[config.mk]
export PLATFORM = sky130hd
export DESIGN_NAME = dmem_portb_arbiter
export DESIGN_NICKNAME = d
export VERILOG_FILES = /design/src/rtl/dmem_portb_arbiter.sv
export SDC_FILE = /design/constraint.sdc
export NUM_CORES = 1
export LEC_CHECK = 0
export CAP_MARGIN = 20
export CORE_AREA = 2 2 85 87
export CTS_CLUSTER_SIZE = 12
export DETAILED_ROUTE_END_ITERATION = 12
export DIE_AREA = 0 0 87 89
export DONT_BUFFER_PORTS = 1
export HOLD_SLACK_MARGIN = 0.03
export PLACE_DENSITY_LB_ADDON = 0.2
export SYNTH_ARGS = -nofsm -noshare
export SYNTH_HDL_FRONTEND = slang
export SYNTH_SLANG_ARGS = --single-unit
[constraint.sdc]
create_clock -name clk -period 2.75 [get_ports clk]
set_clock_uncertainty 0.1 [all_clocks]
set_input_delay 0.4125 -clock clk [delete_from_list [all_inputs] [get_ports clk]]
set_output_delay 0.4125 -clock clk [all_outputs]
set_load 0.01 [all_outputs]
[src/rtl/dmem_portb_arbiter.sv]
// Round-robin arbiter sharing dmem port B between the debug bridge (0) and the DMA engine (1),
// with burst locking bounded by MAX_LOCK; 0-cycle request path, 1-cycle response, no response backpressure.
module dmem_portb_arbiter #(
  parameter int ADDR_WIDTH = 10,
  parameter int DATA_WIDTH = 32,
  parameter int MAX_LOCK   = 16
) (
  input  logic                    clk,
  input  logic                    rst,
  input  logic [1:0]              req_valid,
  output logic [1:0]              req_ready,
  input  logic [1:0]              req_we,
  input  logic [1:0]              req_lock,
  input  logic [DATA_WIDTH/8-1:0] req_wstrb0,
  input  logic [DATA_WIDTH/8-1:0] req_wstrb1,
  input  logic [ADDR_WIDTH-1:0]   req_addr0,
  input  logic [ADDR_WIDTH-1:0]   req_addr1,
  input  logic [DATA_WIDTH-1:0]   req_wdata0,
  input  logic [DATA_WIDTH-1:0]   req_wdata1,
  output logic [1:0]              rsp_valid,
  output logic [DATA_WIDTH-1:0]   rsp_rdata,
  output logic                    en_b,
  output logic                    we_b,
  output logic [DATA_WIDTH/8-1:0] wstrb_b,
  output logic [ADDR_WIDTH-1:0]   addr_b,
  output logic [DATA_WIDTH-1:0]   din_b,
  input  logic [DATA_WIDTH-1:0]   dout_b
);

  localparam int CW = $clog2(MAX_LOCK + 1);
  localparam logic [CW-1:0] MAX_CNT = CW'(MAX_LOCK);

  typedef enum logic [1:0] {ARB, LOCK0, LOCK1} state_t;

  state_t          state_q, state_d;
  logic            last_grant_q, last_grant_d;
  logic [CW-1:0]   lock_cnt_q, lock_cnt_d;
  logic            rsp_pend_q, rsp_pend_d;
  logic            rsp_owner_q, rsp_owner_d;
  logic            rsp_is_rd_q, rsp_is_rd_d;

  logic                    gnt_vld;
  logic                    gnt_id;
  logic                    forced;
  logic                    sel_we;
  logic                    sel_lock;
  logic [DATA_WIDTH/8-1:0] sel_strb;
  logic [ADDR_WIDTH-1:0]   sel_addr;
  logic [DATA_WIDTH-1:0]   sel_wdata;

  always_comb begin
    gnt_vld = 1'b0;
    gnt_id  = 1'b0;
    forced  = 1'b0;
    unique case (state_q)
      ARB: begin
        if (&req_valid) begin
          gnt_vld = 1'b1;
          gnt_id  = ~last_grant_q;
        end else if (req_valid[0]) begin
          gnt_vld = 1'b1;
          gnt_id  = 1'b0;
        end else if (req_valid[1]) begin
          gnt_vld = 1'b1;
          gnt_id  = 1'b1;
        end
      end
      // A saturated lock owes the other requester one beat; otherwise only the owner may go.
      LOCK0: begin
        if (lock_cnt_q == MAX_CNT && req_valid[1]) begin
          gnt_vld = 1'b1;
          gnt_id  = 1'b1;
          forced  = 1'b1;
        end else if (req_valid[0]) begin
          gnt_vld = 1'b1;
          gnt_id  = 1'b0;
        end
      end
      LOCK1: begin
        if (lock_cnt_q == MAX_CNT && req_valid[0]) begin
          gnt_vld = 1'b1;
          gnt_id  = 1'b0;
          forced  = 1'b1;
        end else if (req_valid[1]) begin
          gnt_vld = 1'b1;
          gnt_id  = 1'b1;
        end
      end
      default: ;
    endcase
    if (rst) gnt_vld = 1'b0;

    sel_we    = gnt_id ? req_we[1]   : req_we[0];
    sel_lock  = gnt_id ? req_lock[1] : req_lock[0];
    sel_strb  = gnt_id ? req_wstrb1  : req_wstrb0;
    sel_addr  = gnt_id ? req_addr1   : req_addr0;
    sel_wdata = gnt_id ? req_wdata1  : req_wdata0;

    req_ready = gnt_vld ? (gnt_id ? 2'b10 : 2'b01) : 2'b00;
    en_b      = gnt_vld;
    we_b      = gnt_vld & sel_we;
    wstrb_b   = (gnt_vld && sel_we) ? sel_strb : '0;
    addr_b    = gnt_vld ? sel_addr  : '0;
    din_b     = gnt_vld ? sel_wdata : '0;

    state_d      = state_q;
    last_grant_d = last_grant_q;
    lock_cnt_d   = lock_cnt_q;
    rsp_pend_d   = gnt_vld;
    rsp_owner_d  = gnt_id;
    rsp_is_rd_d  = gnt_vld & ~sel_we;

    if (gnt_vld && forced) begin
      lock_cnt_d = '0;
    end else if (gnt_vld) begin
      last_grant_d = gnt_id;
      if (sel_lock) begin
        state_d = gnt_id ? LOCK1 : LOCK0;
        if (lock_cnt_q != MAX_CNT) lock_cnt_d = lock_cnt_q + CW'(1);
      end else begin
        state_d    = ARB;
        lock_cnt_d = '0;
      end
    end

    rsp_valid = (rsp_pend_q && !rst) ? (rsp_owner_q ? 2'b10 : 2'b01) : 2'b00;
    rsp_rdata = (rsp_pend_q && rsp_is_rd_q && !rst) ? dout_b : '0;
  end

  always_ff @(posedge clk) begin
    if (rst) begin
      state_q      <= ARB;
      last_grant_q <= 1'b1;
      lock_cnt_q   <= '0;
      rsp_pend_q   <= 1'b0;
      rsp_owner_q  <= 1'b0;
      rsp_is_rd_q  <= 1'b0;
    end else begin
      state_q      <= state_d;
      last_grant_q <= last_grant_d;
      lock_cnt_q   <= lock_cnt_d;
      rsp_pend_q   <= rsp_pend_d;
      rsp_owner_q  <= rsp_owner_d;
      rsp_is_rd_q  <= rsp_is_rd_d;
    end
  end

endmodule

==> results.txt <==
----------------------------------------------------
[Power]
  Net switching power ... 0.000346 W
  Maximum VDD drop ... 0.000119 V
  Internal power contribution ... 0.000462 W
  Post-layout total power ... 0.000808 W
  Flop pwr share ... 0.218
  Combinational share of power ... 0.576
  P_leak ... 0.908 nW
  Clock network power share ... 0.206
  Sw Ratio ... 0.428
  Power density cells ... 349 nW/um2

[Layout]
  Syn-to-layout area delta ... 42.7%
  Total Nets Final ... 429
  Fraction of final layout cells with drive strength greater than 1 ... 0.341
  Final cell count without fillers ... 370
  Fillers ... 702
  Final core occ ... 0.345
  Antenna diodes ... 0

[Global routing]
  Number of global-route vias before repair ... 1552
  Wire length of the first global-routing pass ... 7980 um
  Pin count of the biggest net entering global routing ... 49
  Overflow left after global routing ... 0
  GRT Util Overall ... 0.131
  Number of antenna violations at the first check in global routing ... 0

[Placement]
  Number of port buffers ... 0
  Dpl ws ... 167 ps
  Number of placed cells counting well taps ... 351
  Gpl congestion ... 0.779
  Half-perimeter wire length after detailed placement ... 5040 um

[Drt]
  Routed WL ... 7730 um
  Remaining design rule violation count ... 0
  DR vias ... 2050
  Detail-routed net length per standard cell ... 20.9 um
  Detailed-route vias per instance ... 5.54
  Number of routed nets with antenna violations ... 0
  DR pass1 iterations ... 4
  DR iter-0 viols ... 69

[Clocking]
  Num Clock Sinks ... 11
  Cts bufs inserted ... 3
  Clock tree from TritonCTS ... built
  Maximum buffer depth of the clock tree ... 2
  Number of H-tree branching levels ... 1
  Clock latency on the worst-skew pair ... 240 ps
  Root buffer cell ... sky130_fd_sc_hd__clkbuf_8
  Clock transition at the register clock pins on the worst setup and hold paths after CTS ... 50 ps

[Die]
  Placeable core region ... 6720 um2
  I/O pin count ... 216
  Initial Utilization ... 0.242
  Die footprint ... 7740 um2
  Number of standard-cell rows in the floorplan ... 30
  Die outline height ... 89 um
  Horizontal die dimension ... 87 um

[Yosys]
  Fraction of registers with async set or reset after synthesis ... 0
  Predominant post-synthesis flop cell ... sky130_fd_sc_hd__dfxtp_1
  Yosys warns ... 0
  Summed instance area of the synthesized netlist ... 1620 um2
  Number of unique standard cell types used by synthesis ... 40
  Proportion of synthesized chip area in sequential cells ... 0.136
  Net count after synthesis ... 417
  Syn_area_per_cell ... 5.82 um2
  Number of instances in the synthesized netlist ... 279
  Number of flops mapped to enable cells by yosys ... 0
  Number of flip-flops and latches in the synthesized netlist ... 11

[Timing]
  Number of hold violations in the final report ... 0
  Unrepaired setup endpoints after global routing ... true
  Peak clock frequency supported by timing ... 376 MHz
  Post-route clock period utilization ... 0.967
  Final min period ... 2660 ps
  Final setup viols ... 0
  Hold_ws ... 131 ps
  Max Transition Viols Final ... 0
  Slew at the pin closest to its max-slew limit ... 725 ps
  Worst relative slew slack ... 0.516
  Setup slack after layout ... 89.8 ps

[Worst setup path]
  CP Max Fanout ... 6
  Critical Setup Path Class ... reg -> out
  Flop2flop setup slack ... 460 ps
  Crit end category ... output port
  Setup crit start kind ... flop
  Worst EP arrival ... 2150 ps
  CP required ... 2240 ps

[Status]
  Status ... complete, no violations

[Hold path]
  Classification of the worst-slack hold path ... in -> reg

[Job]
  Max capacitance violation total ... 0

----------------------------------------------------
-- sequential cells by signal, summed over array words and instances, names as in the netlist --
name and cells:
lock_cnt_q 5, state_q 2, last_grant_q 1, rsp_is_rd_q 1
rsp_owner_q 1, rsp_pend_q 1
-- cells by family after synthesis --
group	synth area share
muxes	0.0254
DFF	0.136
xor gates and xnor gates	0.0108
AOI/OAI and AO/OA	0.263
and+or+nand+nor	0.446
adders and majority gates	0.0462
buffers and inverters	0.0732
-- final cells by class --
cell class | count | area, um2 | area share
inverter | 11 | 41.3 | 0.0178
sequential | 11 | 225 | 0.0972
clock buffer | 4 | 45.0 | 0.0194
tap | 80 | 100 | 0.0432
multi-input combinational | 239 | 1540 | 0.666
timing repair buffer | 25 | 362 | 0.156
-- cells in the final DEF, fill, tap and decap left out, types with 3 or more instances in the layout --
master / count
sky130_fd_sc_hd__nand2_1: 91
sky130_fd_sc_hd__a21oi_2: 43
sky130_fd_sc_hd__and2_1: 34
sky130_fd_sc_hd__nor2_1: 10
sky130_fd_sc_hd__buf_4: 10
sky130_fd_sc_hd__inv_1: 9
sky130_fd_sc_hd__dfxtp_1: 7
sky130_fd_sc_hd__clkbuf_16: 6
sky130_fd_sc_hd__o21ai_0: 5
sky130_fd_sc_hd__ha_1: 5
sky130_fd_sc_hd__buf_6: 5
sky130_fd_sc_hd__a21oi_1: 4
sky130_fd_sc_hd__dfxtp_2: 4
sky130_fd_sc_hd__buf_12: 4
sky130_fd_sc_hd__nand2_2: 3
sky130_fd_sc_hd__a21oi_4: 3
sky130_fd_sc_hd__clkbuf_8: 3
-- per-stage QoR --
step / setup TNS, ps / area, um2
final: 0 / 2320
after global routing: -33.4 / 2320
after CTS: 0 / 1870
after detailed placement: 0 / 1760
after global placement: 0 / 1760
after floorplan: 0 / 1620
-- critical path, stage by stage (launching register included) --
cell	delay (ps)
sky130_fd_sc_hd__dfxtp_2	350
sky130_fd_sc_hd__inv_2	40
sky130_fd_sc_hd__ha_2	170
sky130_fd_sc_hd__and4bb_4	220
sky130_fd_sc_hd__a21o_4	230
sky130_fd_sc_hd__buf_6	120
sky130_fd_sc_hd__o21ai_4	150
sky130_fd_sc_hd__buf_12	150
sky130_fd_sc_hd__clkbuf_16	150
sky130_fd_sc_hd__o21ai_0	130
sky130_fd_sc_hd__a21oi_4	180
-- per-layer routing --
layer  part of all wire  wire length (um)  up-vias  global-route usage
met2               0.54              4150      140               0.251
met3              0.082               633        6              0.0406
li1                   -                 -      946                   -
met1               0.37              2890      958               0.142
met4             0.0066                51        0              0.0213
met5                  0                 0        -                   0
-- final timing paths --
check                             start                   endpoint  depth (start not counted)
max          lock_cnt_q[0]$_SDFFE_PP0P_                 wstrb_b[2]                         10
min                                 rst    state_q[1]$_SDFFE_PP0P_                          1
max reg2reg  lock_cnt_q[1]$_SDFFE_PP0P_  last_grant_q$_SDFFE_PP1P_                          9
min reg2reg     state_q[1]$_SDFFE_PP0P_    state_q[1]$_SDFFE_PP0P_                          2
-- cells in the mapped netlist, types with 2 or more instances --
| cell type | count | area (um2) |
|---|---|---|
| sky130_fd_sc_hd__nand2_1 | 95 | 357 |
| sky130_fd_sc_hd__a21oi_1 | 49 | 245 |
| sky130_fd_sc_hd__and2_1 | 34 | 213 |
| sky130_fd_sc_hd__dfxtp_1 | 11 | 220 |
| sky130_fd_sc_hd__nor2_1 | 11 | 41.3 |
| sky130_fd_sc_hd__inv_1 | 10 | 37.5 |
| sky130_fd_sc_hd__clkbuf_1 | 9 | 33.8 |
| sky130_fd_sc_hd__buf_2 | 8 | 40.0 |
| sky130_fd_sc_hd__o21ai_0 | 7 | 35.0 |
| sky130_fd_sc_hd__ha_1 | 6 | 75.1 |
| sky130_fd_sc_hd__mux2i_1 | 3 | 30.0 |
| sky130_fd_sc_hd__a31o_2 | 2 | 17.5 |
| sky130_fd_sc_hd__and3_1 | 2 | 12.5 |
| sky130_fd_sc_hd__nand2b_1 | 2 | 12.5 |
| sky130_fd_sc_hd__nand3_1 | 2 | 10.0 |
| sky130_fd_sc_hd__nand4_1 | 2 | 12.5 |
| sky130_fd_sc_hd__o211ai_1 | 2 | 15.0 |
| sky130_fd_sc_hd__xor2_1 | 2 | 17.5 |
-- timing repair --
| item | 4_1_cts | 5_1_grt |
|---|---|---|
| cloned | 0 | 9 |
| setup endpoints to repair | 6 | 47 |
| pin swaps | 0 | 21 |
| hold buffers | 0 | 0 |
| setup buffers | 0 | 6 |
| resized for setup | 11 | 60 |
-- power by group through the flow --
stage	registers (W)	logic [W]	clock network, W
2_1_floorplan	0.000177	0.000233	0
3_3_place_gp	0.000179	0.000298	0
3_5_place_dp	0.000179	0.000297	0
4_1_cts	0.000175	0.000312	0.000175
5_1_grt	0.000178	0.000502	0.000186
6_report	0.000176	0.000465	0.000166
(Power assumes the default switching activity.)
